`src/rtl/lfsr_pkg.sv`:
```
// Shared definitions for the parallel LFSR stream generator.
//   lfsr_state_e : controller states (IDLE, FILL, RUN, SKIP)
//   lfsr_step    : one serial LFSR step on a LFSR_MAX_N-wide container;
//                  returns {output bit, next state}. Callers zero-extend
//                  state and taps, so the bits above n stay zero.
package lfsr_pkg;

  // Widest LFSR the step helper supports; N must not exceed this.
  localparam int unsigned LFSR_MAX_N = 64;

  typedef enum logic [1:0] {
    IDLE,
    FILL,
    RUN,
    SKIP
  } lfsr_state_e;

  function automatic logic [LFSR_MAX_N:0] lfsr_step(
    input logic [LFSR_MAX_N-1:0] s,
    input logic [LFSR_MAX_N-1:0] taps,
    input int unsigned           n
  );
    logic                  fb;
    logic [LFSR_MAX_N-1:0] nxt;
    fb  = ^(s & taps);
    // Shift right and insert the feedback bit at position n-1.
    nxt = (s >> 1) | (LFSR_MAX_N'(fb) << (n - 1));
    return {s[0], nxt};
  endfunction

endpackage

```
`src/rtl/lfsr_advance.sv`:
```
// Combinational DATA_W-step unroll of the serial LFSR.
//   state      : current LFSR state (next unissued bit is state[0])
//   taps       : feedback tap mask
//   word       : DATA_W sequence bits, bit 0 = earliest
//   next_state : state after DATA_W steps
module lfsr_advance
  import lfsr_pkg::*;
#(
  parameter int unsigned N      = 8,
  parameter int unsigned DATA_W = 8
) (
  input  logic [N-1:0]      state,
  input  logic [N-1:0]      taps,
  output logic [DATA_W-1:0] word,
  output logic [N-1:0]      next_state
);

  always_comb begin : unroll
    logic [LFSR_MAX_N-1:0] s;
    logic [LFSR_MAX_N-1:0] t;
    logic [LFSR_MAX_N:0]   r;
    word = '0;
    s    = LFSR_MAX_N'(state);
    t    = LFSR_MAX_N'(taps);
    r    = '0;
    for (int unsigned k = 0; k < DATA_W; k++) begin
      r    = lfsr_step(s, t, N);
      word = word | (DATA_W'(r[LFSR_MAX_N]) << k);
      s    = r[LFSR_MAX_N-1:0];
    end
    next_state = s[N-1:0];
  end

endmodule

```
`src/rtl/lfsr_stream.sv`:
```
// Parallel LFSR sequence generator on a valid/ready stream.
//   clk_i, reset_i        : clock, synchronous active-high reset
//   cfg_load_i            : load cfg_taps_i / cfg_seed_i (VARIABLE_CONFIG=1)
//   cfg_taps_i/cfg_seed_i : runtime tap mask and seed
//   cfg_err_o             : one-cycle pulse when a zero seed is rejected
//   skip_i/skip_words_i   : discard skip_words_i words (honoured in RUN)
//   out_data_o            : DATA_W sequence bits, bit 0 = earliest
//   out_valid_o/ready_i   : stream handshake; stall holds word and state
//   busy_o                : high while skipping
module lfsr_stream
  import lfsr_pkg::*;
#(
  parameter int unsigned   N               = 8,
  parameter int unsigned   DATA_W          = 8,
  parameter logic [N-1:0]  START_VALUE     = N'(8'h01),
  parameter logic [N-1:0]  TAPS            = N'(8'h03),
  parameter int unsigned   VARIABLE_CONFIG = 0,
  parameter int unsigned   SKIP_W          = 16
) (
  input  logic              clk_i,
  input  logic              reset_i,
  input  logic              cfg_load_i,
  input  logic [N-1:0]      cfg_taps_i,
  input  logic [N-1:0]      cfg_seed_i,
  output logic              cfg_err_o,
  input  logic              skip_i,
  input  logic [SKIP_W-1:0] skip_words_i,
  output logic [DATA_W-1:0] out_data_o,
  output logic              out_valid_o,
  input  logic              out_ready_i,
  output logic              busy_o
);

  lfsr_state_e       fsm_q;
  logic [N-1:0]      lfsr_q;   // start of the next unissued word
  logic [N-1:0]      taps_q;
  logic [SKIP_W-1:0] cnt_q;
  logic [DATA_W-1:0] adv_word;
  logic [N-1:0]      adv_next;
  logic              load_ok;
  logic              load_bad;

  lfsr_advance #(
    .N      (N),
    .DATA_W (DATA_W)
  ) u_advance (
    .state      (lfsr_q),
    .taps       (taps_q),
    .word       (adv_word),
    .next_state (adv_next)
  );

  assign load_ok  = (VARIABLE_CONFIG != 0) && cfg_load_i && (cfg_seed_i != '0);
  assign load_bad = (VARIABLE_CONFIG != 0) && cfg_load_i && (cfg_seed_i == '0);

  always_ff @(posedge clk_i) begin
    if (reset_i) begin
      out_data_o  <= '0;
      out_valid_o <= 1'b0;
      busy_o      <= 1'b0;
      cfg_err_o   <= 1'b0;
      cnt_q       <= '0;
      if (VARIABLE_CONFIG != 0) begin
        lfsr_q <= '0;
        taps_q <= '0;
        fsm_q  <= IDLE;
      end else begin
        lfsr_q <= START_VALUE;
        taps_q <= TAPS;
        fsm_q  <= FILL;
      end
    end else begin
      cfg_err_o <= 1'b0;
      if (load_ok) begin
        taps_q      <= cfg_taps_i;
        lfsr_q      <= cfg_seed_i;
        out_valid_o <= 1'b0;
        busy_o      <= 1'b0;
        cnt_q       <= '0;
        fsm_q       <= FILL;
      end else begin
        // A rejected load only flags the error; the stream carries on.
        if (load_bad) begin
          cfg_err_o <= 1'b1;
        end
        unique case (fsm_q)
          IDLE: ;
          FILL: begin
            out_data_o  <= adv_word;
            lfsr_q      <= adv_next;
            out_valid_o <= 1'b1;
            fsm_q       <= RUN;
          end
          RUN: begin
            // The held word is dropped; lfsr_q already points past it,
            // so skipping counts from the next unissued word.
            if (skip_i) begin
              out_valid_o <= 1'b0;
              if (skip_words_i == '0) begin
                fsm_q <= FILL;
              end else begin
                cnt_q  <= skip_words_i;
                busy_o <= 1'b1;
                fsm_q  <= SKIP;
              end
            end else if (out_valid_o && out_ready_i) begin
              out_data_o <= adv_word;
              lfsr_q     <= adv_next;
            end
          end
          SKIP: begin
            lfsr_q <= adv_next;
            cnt_q  <= cnt_q - SKIP_W'(1);
            if (cnt_q == SKIP_W'(1)) begin
              busy_o <= 1'b0;
              fsm_q  <= FILL;
            end
          end
          default: fsm_q <= IDLE;
        endcase
      end
    end
  end

endmodule

```
`config.mk`:
```
export PLATFORM = sky130hd
export DESIGN_NAME = lfsr_stream
export DESIGN_NICKNAME = d
export VERILOG_FILES = /design/src/rtl/lfsr_pkg.sv /design/src/rtl/lfsr_advance.sv /design/src/rtl/lfsr_stream.sv
export SDC_FILE = /design/constraint.sdc
export NUM_CORES = 1
export LEC_CHECK = 0
export ABC_CLOCK_PERIOD_IN_PS = 2670
export BUFFER_PORTS_ARGS = -buffer_cell sky130_fd_sc_hd__buf_2
export CAP_MARGIN = 25
export CORE_MARGIN = 2
export CORE_UTILIZATION = 45
export CTS_CLUSTER_DIAMETER = 50
export DETAILED_ROUTE_END_ITERATION = 8
export GPL_ROUTABILITY_DRIVEN = 0
export PLACE_DENSITY = 0.69
export SLEW_MARGIN = 20
export SYNTH_ARGS = -nofsm -noshare
export SYNTH_HDL_FRONTEND = slang
export SYNTH_HIERARCHICAL = 1
export SYNTH_SLANG_ARGS = --single-unit
```
`constraint.sdc`:
```
create_clock -name clk_i -period 2.67 [get_ports clk_i]
set_input_delay 0.267 -clock clk_i [delete_from_list [all_inputs] [get_ports clk_i]]
set_output_delay 0.267 -clock clk_i [all_outputs]
set_load 0.02 [all_outputs]
```
After elaboration in Yosys (flattened, before gate mapping)

Cells that the tools add are included.

Output and inout port bits: 11
Memories: 0
Word-level logic and storage cells: 71
RAM bits: 0
Bits in latches: 0
Register bits: 36
ROM bits: 0
Input port bits: 37

Div/mod/pow operators: 0
Order comparisons: 0
Equality and inequality tests: 9
Bitwise gates (word level): 15
Multiplexer cells: 19
Shifts and indexed selects: 0
Add/subtract/negate cells: 1
$mul: 0
Reduce and logical (&&, ||, !) cells: 21

Operator list:

| operator                | number |
|---|---|
| $reduce_xor A64 Y1      | 8 |
| $mux W16                | 2 |
| $mux W8                 | 4 |
| $pmux W16 S2            | 1 |
| $pmux W8 S2             | 2 |
| $eq A16 B1 Y1 const B   | 1 |
| $logic_not A16 Y1       | 1 |
| $or A7 B8 Y8            | 2 |
| $or A8 B8 Y8            | 2 |
| $sub A16 B1 Y16 const B | 1 |
| $or A13 B8 Y13          | 1 |
| $or A12 B8 Y12          | 1 |
| $reduce_and A3 Y1       | 4 |
| $or A11 B8 Y11          | 1 |
| $ne A2 B2 Y1 const B    | 5 |
| $or A10 B8 Y10          | 1 |
| $or A9 B8 Y9            | 1 |
| $or A8 B3 Y8            | 1 |
| $or A8 B4 Y8            | 1 |
| $or A8 B5 Y8            | 1 |
| $or A8 B6 Y8            | 1 |
| $or A8 B7 Y8            | 1 |
| $mux W2                 | 3 |
| $pmux W2 S3             | 1 |
| other kinds (11)        | 18 |

Logic depth before layout (Yosys ltp)

Gate-level depths: netlist of run 1.

Word-level depth: 19
Depth in mapped cells: 18
Gate-level depth less buffers: 17

Hierarchy

Netlist of run 1, hierarchy kept.

By module, submodules not included:

| module       | sequential area each (µm²) | cells an instance | area an instance (µm²) | instances |
|---|---|---|---|---|
| lfsr_stream  | 720.7                      | 203               | 1694.1                 | 1 |
| lfsr_advance | 0.0                        | 166               | 1203.7                 | 1 |

Worst setup path after synthesis of run 1

No wires, ideal clock.

Path type: register to register
Start: register lfsr_q[1]
End: register lfsr_q[7]
Arrival: 2.324 ns
Setup slack: 0.281 ns
Required time: 2.605 ns
Cell stages (with the launch flop): 16
Cells stage by stage: dfxtp_1 nand2_1 xnor2_1 xnor2_2 xnor2_4 inv_1 buf_2 nand2_1 xor2_1 xnor2_1 xnor2_1 xnor2_1 xnor2_1 xnor2_1 mux2i_1 nor2_1

Longest elaborated chain between the ends: 13

RTL lines:

| item                           | line               | RTL |
|---|---|---|
| start, declared                | lfsr_stream.sv:35  | `logic [N-1:0] lfsr_q;` |
| start signal, assigned         | lfsr_stream.sv:76  | `lfsr_q <= cfg_seed_i;` |
| start signal, assigned         | lfsr_stream.sv:90  | `lfsr_q <= adv_next;` |
| start signal, assigned         | lfsr_stream.sv:108 | `lfsr_q <= adv_next;` |
| $reduce_xor A64 Y1 (*)         | lfsr_pkg.sv:25     | `fb = ^(s & taps);` |
| $or A7 B8 Y8 (*) (2 in series) | lfsr_pkg.sv:27     | `nxt = (s >> 1) \| (LFSR_MAX_N'(fb) << (n - 1));` |
| $or A13 B8 Y13 (*)             | lfsr_pkg.sv:27     |  |
| $or A12 B8 Y12 (*)             | lfsr_pkg.sv:27     |  |
| $or A11 B8 Y11 (*)             | lfsr_pkg.sv:27     |  |
| $or A10 B8 Y10 (*)             | lfsr_pkg.sv:27     |  |
| $or A9 B8 Y9 (*)               | lfsr_pkg.sv:27     |  |
| $reduce_xor A64 Y1 (*)         | lfsr_pkg.sv:25     |  |
| $or A8 B8 Y8 (*)               | lfsr_pkg.sv:27     |  |
| net adv_next[7]                | lfsr_stream.sv:39  | `logic [N-1:0] adv_next;` |
| $mux W8                        | lfsr_stream.sv:106 | `end else if (out_valid_o && out_ready_i) begin` |
| $mux W8                        | lfsr_stream.sv:97  | `if (skip_i) begin` |
| $pmux W8 S2 (*)                | lfsr_stream.sv:86  | `unique case (fsm_q)` |

Mark *: on every way through the listed nets, which the timed path passes. The rest lies on a longest branch. The select of a mux whose other input is x is not followed.
A chain may end at the register's enable or synchronous reset.

Worst setup path in the final report of run 1

Ends and elaborated chain as after synthesis.

==> results of run 1 <==
-- layer usage --
metal / GRT usage / vias up / share of wire
met5: 0 / - / 0
met4: 0.0689 / 0 / 0.013
met3: 0.0295 / 8 / 0.040
met2: 0.299 / 56 / 0.44
met1: 0.284 / 1230 / 0.51
li1: - / 1313 / -
-- cell type report --
cell class                 count  area share
clock buffer                   7      0.0304
inverter                      10      0.0118
multi-input combinational    310       0.638
sequential                    36       0.227
tap                           77      0.0304
timing repair buffer          36      0.0624
-- flip-flops by register name, indices dropped and copies added, names as in the netlist --
| signal | count |
|---|---|
| fsm_q | 2 |
| out_data_o | 8 |
| lfsr_q | 8 |
| cnt_q | 16 |
| out_valid_o | 1 |
| busy_o | 1 |
-- power breakdown --
group	leakage (nW)	internal [mW]	switching, mW
combinational	0.981	2.00	1.95
sequential	0.296	0.641	0.0963
clock	0.0503	0.230	0.204
-- worst max-delay path by stage --
stage               cells after the start  slack (ns)         to
detailed placement                     14        0.36  lfsr_q[7]
floorplan                              15        0.28  lfsr_q[7]
global route                           14        0.09  lfsr_q[7]
CTS                                    14        0.32  lfsr_q[7]
global placement                       14        0.37  lfsr_q[7]
finish                                 14        0.35  lfsr_q[7]
-- metrics by stage --
step                total power, mW  worst slack [ns]  utilization  instance area (um^2)  hold slack [ns]
floorplan                      4.09             0.281            -                  2960            0.417
global placement               4.54             0.368        0.490                  3070            0.456
detailed placement             4.59             0.362        0.490                  3070            0.457
CTS                            5.04             0.319        0.505                  3170            0.237
global route                   5.61            0.0912        0.505                  3170            0.262
finish                         5.12             0.352        0.505                  3170            0.238
-- synthesized netlist by cell type, drive strengths merged, types with 3 or more instances --
cell / n / area share
mux2i: 21 / 0.073
xnor2: 32 / 0.11
a211oi: 4 / 0.010
or2: 3 / 0.0065
or3: 4 / 0.010
and2: 3 / 0.0065
dfxtp: 36 / 0.25
or4: 3 / 0.010
nor3: 13 / 0.022
inv: 9 / 0.012
a31oi: 6 / 0.013
nand3: 9 / 0.016
o211ai: 3 / 0.0078
nor4: 5 / 0.011
xnor3: 6 / 0.047
nand2: 70 / 0.092
nand4: 3 / 0.0065
nand2b: 3 / 0.0065
a22oi: 5 / 0.013
buf: 21 / 0.051
nor2: 36 / 0.047
o21ai: 10 / 0.017
xor2: 8 / 0.024
a21oi: 18 / 0.032
clkbuf: 9 / 0.012
nand4b: 3 / 0.0091
-- critical path: cells and delay by family, from the launching register on --
kind | cells | cell delay, ns
xor+xnor | 9 | 1.51
flops | 1 | 0.37
simple gates | 3 | 0.24
mux | 1 | 0.09
buf+inv | 1 | 0.07
-- logic make-up after synthesis --
logic type               count (synthesis)
flip-flops                              36
AND/OR/NAND/NOR                        156
other                                    2
AO/OA/AOI/OAI                           65
multiplexers                            21
XOR/XNOR                                47
buffers and inverters                   40
adder cells (fa/ha/maj)                  2
==> metrics list, run 1 <==
* Flip-flop and latch count after synthesis: 36
* EDFF count, synth: 0
- Along the worst hold path, the cell count comes to 3.
- The filler cells instantiated in the layout total 639.
* IO Count: 48
- Peak ir drop on the vdd network: 1.05 mV
* Routed via count: 2607
* Synth Area per Inst: 7.85 um^2
- In the final layout, the share of cells above drive strength 1 is 0.158.
* Final hold vios: 0
- Shortest clock period the worst path allows after layout: 2.32 ns
- In this run the post-CTS setup repair buffer count came out at 0.
- Cell chain of the critical path: nand2_1 > xnor2_1 > xnor2_2 > xnor2_4 > inv_1 > nand2_1 > xor2_1 > xnor2_1 > xnor2_1 > xnor2_1 > xnor2_1 > xnor2_1 > mux2i_1 > nor2_1
- TritonCTS clock tree: yes
* Floorplan die height: 84.2 um
- Final count of pins violating max slew: 0
* Share of synthesized flip-flops with an asynchronous set or reset: 0
- STA classifies the critical path endpoint as a register.
- The floorplan step defined a die boundary enclosing 7100 um^2.
- The count of buffers added on input and output ports is 29.
- Worst-case clock buffer depth: 2
- Of the total synthesized cell area, the portion taken by full adders, half adders and majority gates is 0.00864.
- Static power due to leakage: 1.33 nW
- The Yosys step of the flow raised 6 warnings.
- The library cell used most frequently in the layout, excluding fill and tap cells, is sky130_fd_sc_hd__nand2_1.
- After detailed routing, the total wire length is 6710 um.
* Number of instances in the synthesized netlist: 369
- Setup repair after global routing left no endpoint under its margin.
- Xor and xnor area share after synthesis: 0.191
- Critical path startpoint category: register
- Number of antenna violations at the first check in global routing: 0
- In this run, distinct cell masters in the synthesized netlist total 59.
- Kind of critical path: register to register
* Ratio of routed vias to standard cells: 5.48
* Clock transition at the registers of the reported paths: 0.08 ns
- Routed Antenna Nets: 0
- Combined area of all synthesized cells: 2900 um^2
- Derived from the worst setup path, the maximum achievable clock frequency is 0.431 GHz.
- Die span in x: 84.2 um
- Number of cells in the finished layout apart from fillers: 476
* End of the worst register-to-register path: lfsr_q[7]
- Power spread over the standard cell area amounts to 1620 nW/um^2.
- Counting every sink on the clock net gives 36.
- Clock network latency to the later pin of the worst-skew pair: 0.29 ns
- On the critical path, the stage with the largest delay is an instance of sky130_fd_sc_hd__dfxtp_1.
* Wire length of the first global-routing pass: 11600 um
- The region available for standard cell placement spans 6280 um^2.
- Post-CTS Hold Fix Bufs: 0
* # nets final: 438
- In the finished design, the share of the clock period the worst path needs comes to 0.868.
- Total half-perimeter wirelength after legalization and detailed placement: 4870 um
- Count of cells resized by post-cts repair: 0
- Signal arrival time at the worst endpoint: 2.55 ns
* Transition time of the tightest slew-check pin: 0.741 ns
* Final setup vio count: 0
- Register-to-Register Setup Slack: 0.35 ns
- Worst-case headroom to the max-slew limit: 0.502
- Including well taps, the total number of placed cells is 469.
- Sequential fraction of the synthesis area: 0.249
* Number of maximum-capacitance constraint violations: 0
- Endpoint of the worst hold path: cnt_q[1]
* Req. time, crit path: 2.91 ns
- By instance count, the cell type seen most on the critical path is sky130_fd_sc_hd__xnor2_1.
* R2R cell count: 14
* Reg-to-reg startpoint: lfsr_q[1]
- Effective utilization at floorplan: 0.462
- In this run the worst hold path is classified as input pin to register.
* Maximum single-stage delay on the critical path: 0.37 ns
- Run status: finished, final reports clean
- Iteration count of the initial detailed-routing pass: 4
- Maximum fanout along the worst path: 4
- Share of cell area taken by muxes after synthesis: 0.0725
- Area occupied by multi-input gates: 2020 um^2
- Of the total synthesized cell area, the portion taken by AND, OR, NAND and NOR gates is 0.246.
- Standard-cell rows: 29
- The worst hold path begins at skip_words_i[1].
- For this run, the leading register cell type out of synthesis is sky130_fd_sc_hd__dfxtp_1.
* DRC violations left: 0
* Main combinational cell family by area after synthesis: simple AND/OR/NAND/NOR gates
- FF+latch area: 721 um^2
* Global-route usage over all layers: 0.197
* Buffer type at the clock tree root: sky130_fd_sc_hd__clkbuf_8
* Antenna Diode Count: 0
- Tracing the worst setup path back leads to its startpoint at lfsr_q[1].
- Global routing finished with a remaining overflow of 0.
- Clock Skew: 0.0141 ns
* Vias in the first global route: 2463
* Violation count after the first detailed-route iteration: 212
- Entering global routing, the biggest net connects 35 pins.
* Synthesis-to-finish area growth: 9.41%
- The complex-gate fraction of the synthesized area is 0.155.
- H-tree depth: 2
- For the final routed database, the setup TNS stands at 0 ns.
- Clock tree synthesis inserted a total of 5 buffers.
- Detail-routed net length per standard cell: 14.1 um
- The top cell types in the final layout, fill and taps aside, are 69 x sky130_fd_sc_hd__nand2_1, 36 x sky130_fd_sc_hd__nor2_1, 36 x sky130_fd_sc_hd__dfxtp_1.
Note: power is estimated with default switching activity, not from simulation.
==> run 2: changes to the inputs <==
Settings changed: PLACE_DENSITY 0.69 to 0.71.
==> run 2 against run 1 <==
Final cell count is 0.63% higher. Sequential cell count is the same. Highest routed layer unchanged. Worst hold slack improved by 0.012 ns. Critical endpoint unchanged. Critical path type unchanged. Global-route usage shrank 0.59 points.
==> metrics list, run 2 (same netlist as run 1, synthesis figures left out) <==
- Placement Cell Area: 3090 um^2
- Req. time, crit path: 2.88 ns
* Area of the die: 7100 um^2
- Most flop-heavy register: cnt_q
* Routed met2 length: 2970 um
- Clock skew on the completed layout was measured at 0.0120 ns.
* Post-route design area: 3180 um^2
- In the routed layout, each cell is associated on average with a via count of 5.46.
- Summed over all cells, the static leakage comes to 1.33 nW.
- Effective utilization at floorplan: 0.462
- Violation count after the first detailed-route iteration: 206
- Wire length of the first global-routing pass: 11100 um
- The number of max-slew violations in the final report was 0.
- Summed over all layers, the global routing overflow is 0.
- Maximum fanout along the worst path: 4
- Total length of routed wires: 6590 um
- The number of failing hold endpoints at the final stage came to 0.
- Worst-case clock buffer depth: 2
- Clock network latency to the later pin of the worst-skew pair: 0.29 ns
- Run status: finished, final reports clean
* Top Metal Used: met4
* Largest regs: cnt_q: 16 flops, lfsr_q: 8 flops, out_data_o: 8 flops
- Worst-case headroom to the max-slew limit: 0.549
- The initial antenna violation count was 0.
* DRC violations left: 0
- Across the run, the number of max-cap violations was 0.
- For this run, the post-layout net count is 440.
* PwrDens: 1590 nW/um^2
* Met3 wire length: 389 um
- Die span in x: 84.2 um
- R2R cell count: 14
- Setup violations remaining at the end of the flow were counted as 0.
- The H-tree was split into 2 levels.
- For this design, the sink count on the clock tree is 36.
- Setup total negative slack: 0 ns
* Detail-routed net length per standard cell: 13.8 um
- Across the VDD grid, the largest voltage drop is 0.824 mV.
- In this run the worst hold path is classified as input pin to register.
- The root buffer cell chosen for the clock tree is sky130_fd_sc_hd__clkbuf_8.
- After clock tree synthesis, the clock-pin slew on the worst setup and hold paths is 0.08 ns.
- Synthesis-to-finish area growth: 9.72%
- IO Count: 48
- In this run the vertical extent of the chip is 84.2 um.
* Antenna Diode Count: 0
* Cell depth of the worst min-delay path: 3
- Number of buffers added for setup after CTS: 0
* Maximum number of pins on one net before global-route repair: 35
- Routed via count: 2617
* Transition time of the tightest slew-check pin: 0.675 ns
- Data arrives at the worst endpoint at 2.54 ns.
- Iteration count of the initial detailed-routing pass: 5
- At the end of the flow the core is filled with cells to 0.506.
- The worst setup path is captured at a register.
- Fillers: 602
- Met1 Routed Length: 3190 um
- TritonCTS built the clock tree.
- Detailed placement finished with a half-perimeter wire length of 4900 um.
- Count of cells resized by post-cts repair: 0
- Leaving out fill and tap cells, the most frequent cell in the layout is sky130_fd_sc_hd__nand2_1.
- The total area inside the core boundary comes to 6280 um^2.
- Post-CTS Hold Fix Bufs: 0
- Top achievable clock speed: 0.430 GHz
* Flip-flop count of the largest register, all copies and words added: 16
- Vias in the first global route: 2325
- Unrepaired setup endpoints after global routing: no
- Share of layout cells above drive strength 1: 0.159
* Number of I/O port buffers: 29
- The setup path with the least slack is of type register to register.
- Inserted Clock Buffers: 5
- The count of nets left with antenna violations once routing finished came out at 0.
- Shortest clock period the worst path allows after layout: 2.33 ns
- Standard-cell rows: 29
- Most used cells in the layout excluding fill and tap cells: 69 x sky130_fd_sc_hd__nand2_1, 36 x sky130_fd_sc_hd__nor2_1, 36 x sky130_fd_sc_hd__dfxtp_1
- Critical path startpoint category: register
- Of the available clock period, the critical path in the final layout requires 0.871.
- Global-route usage over all layers: 0.191
-- run 2: cell count changes in the layout (fill, tap and decap cells not counted), sizes merged --
cell and change:
clkbuf +1, buf +2
-- run 2: worst paths after layout --
kind | from | slack (ns) | end
max | lfsr_q[1] | 0.34 | lfsr_q[7]
min | skip_words_i[15] | 0.25 | cnt_q[15]
max reg2reg | lfsr_q[1] | 0.34 | lfsr_q[7]
min reg2reg | cnt_q[11] | 0.47 | cnt_q[11]
-- run 2: metal layers --
| layer | GRT usage | up-vias |
|---|---|---|
| met1 | 0.279 | 1211 |
| met2 | 0.288 | 81 |
| met4 | 0.0645 | 0 |
| li1 | - | 1321 |
| met5 | 0 | - |
| met3 | 0.0285 | 4 |
-- run 2: area by class of cell --
type,count,area [um^2],share of cell area
Multi-Input combinational cell,310,2020,0.636
Tap cell,77,96.3,0.0303
Sequential cell,36,721,0.227
Inverter,10,37.5,0.0118
Clock buffer,8,90.1,0.0283
Timing Repair Buffer,38,213,0.0669
-- run 2: metrics by stage --
stage / power, mW / std cells / hold WS, ns / worst slack, ns
after global routing: 5.49 / 479 / 0.262 / 0.122
after floorplan: 4.09 / 386 / 0.417 / 0.281
final: 5.06 / 479 / 0.250 / 0.344
after detailed placement: 4.57 / 471 / 0.463 / 0.386
after CTS: 4.98 / 479 / 0.242 / 0.330
after global placement: 4.51 / 471 / 0.455 / 0.371
-- run 2: critical path, stage by stage, from the launching register on --
cell and delay [ns]:
sky130_fd_sc_hd__dfxtp_1 0.38, sky130_fd_sc_hd__nand2_1 0.08, sky130_fd_sc_hd__xnor2_1 0.24, sky130_fd_sc_hd__xnor2_2 0.14, sky130_fd_sc_hd__xnor2_4 0.16, sky130_fd_sc_hd__inv_1 0.07
sky130_fd_sc_hd__nand2_1 0.08, sky130_fd_sc_hd__xor2_1 0.18, sky130_fd_sc_hd__xnor2_1 0.16, sky130_fd_sc_hd__xnor2_1 0.16, sky130_fd_sc_hd__xnor2_1 0.16, sky130_fd_sc_hd__xnor2_1 0.15
sky130_fd_sc_hd__xnor2_1 0.13, sky130_fd_sc_hd__mux2i_1 0.08, sky130_fd_sc_hd__nor2_1 0.10
-- run 2: power breakdown --
group	internal (mW)	switching [mW]	total, mW	leakage, nW
Sequential	0.641	0.0887	0.730	0.296
Combinational	2.01	1.93	3.94	0.991
Clock	0.210	0.183	0.393	0.0455
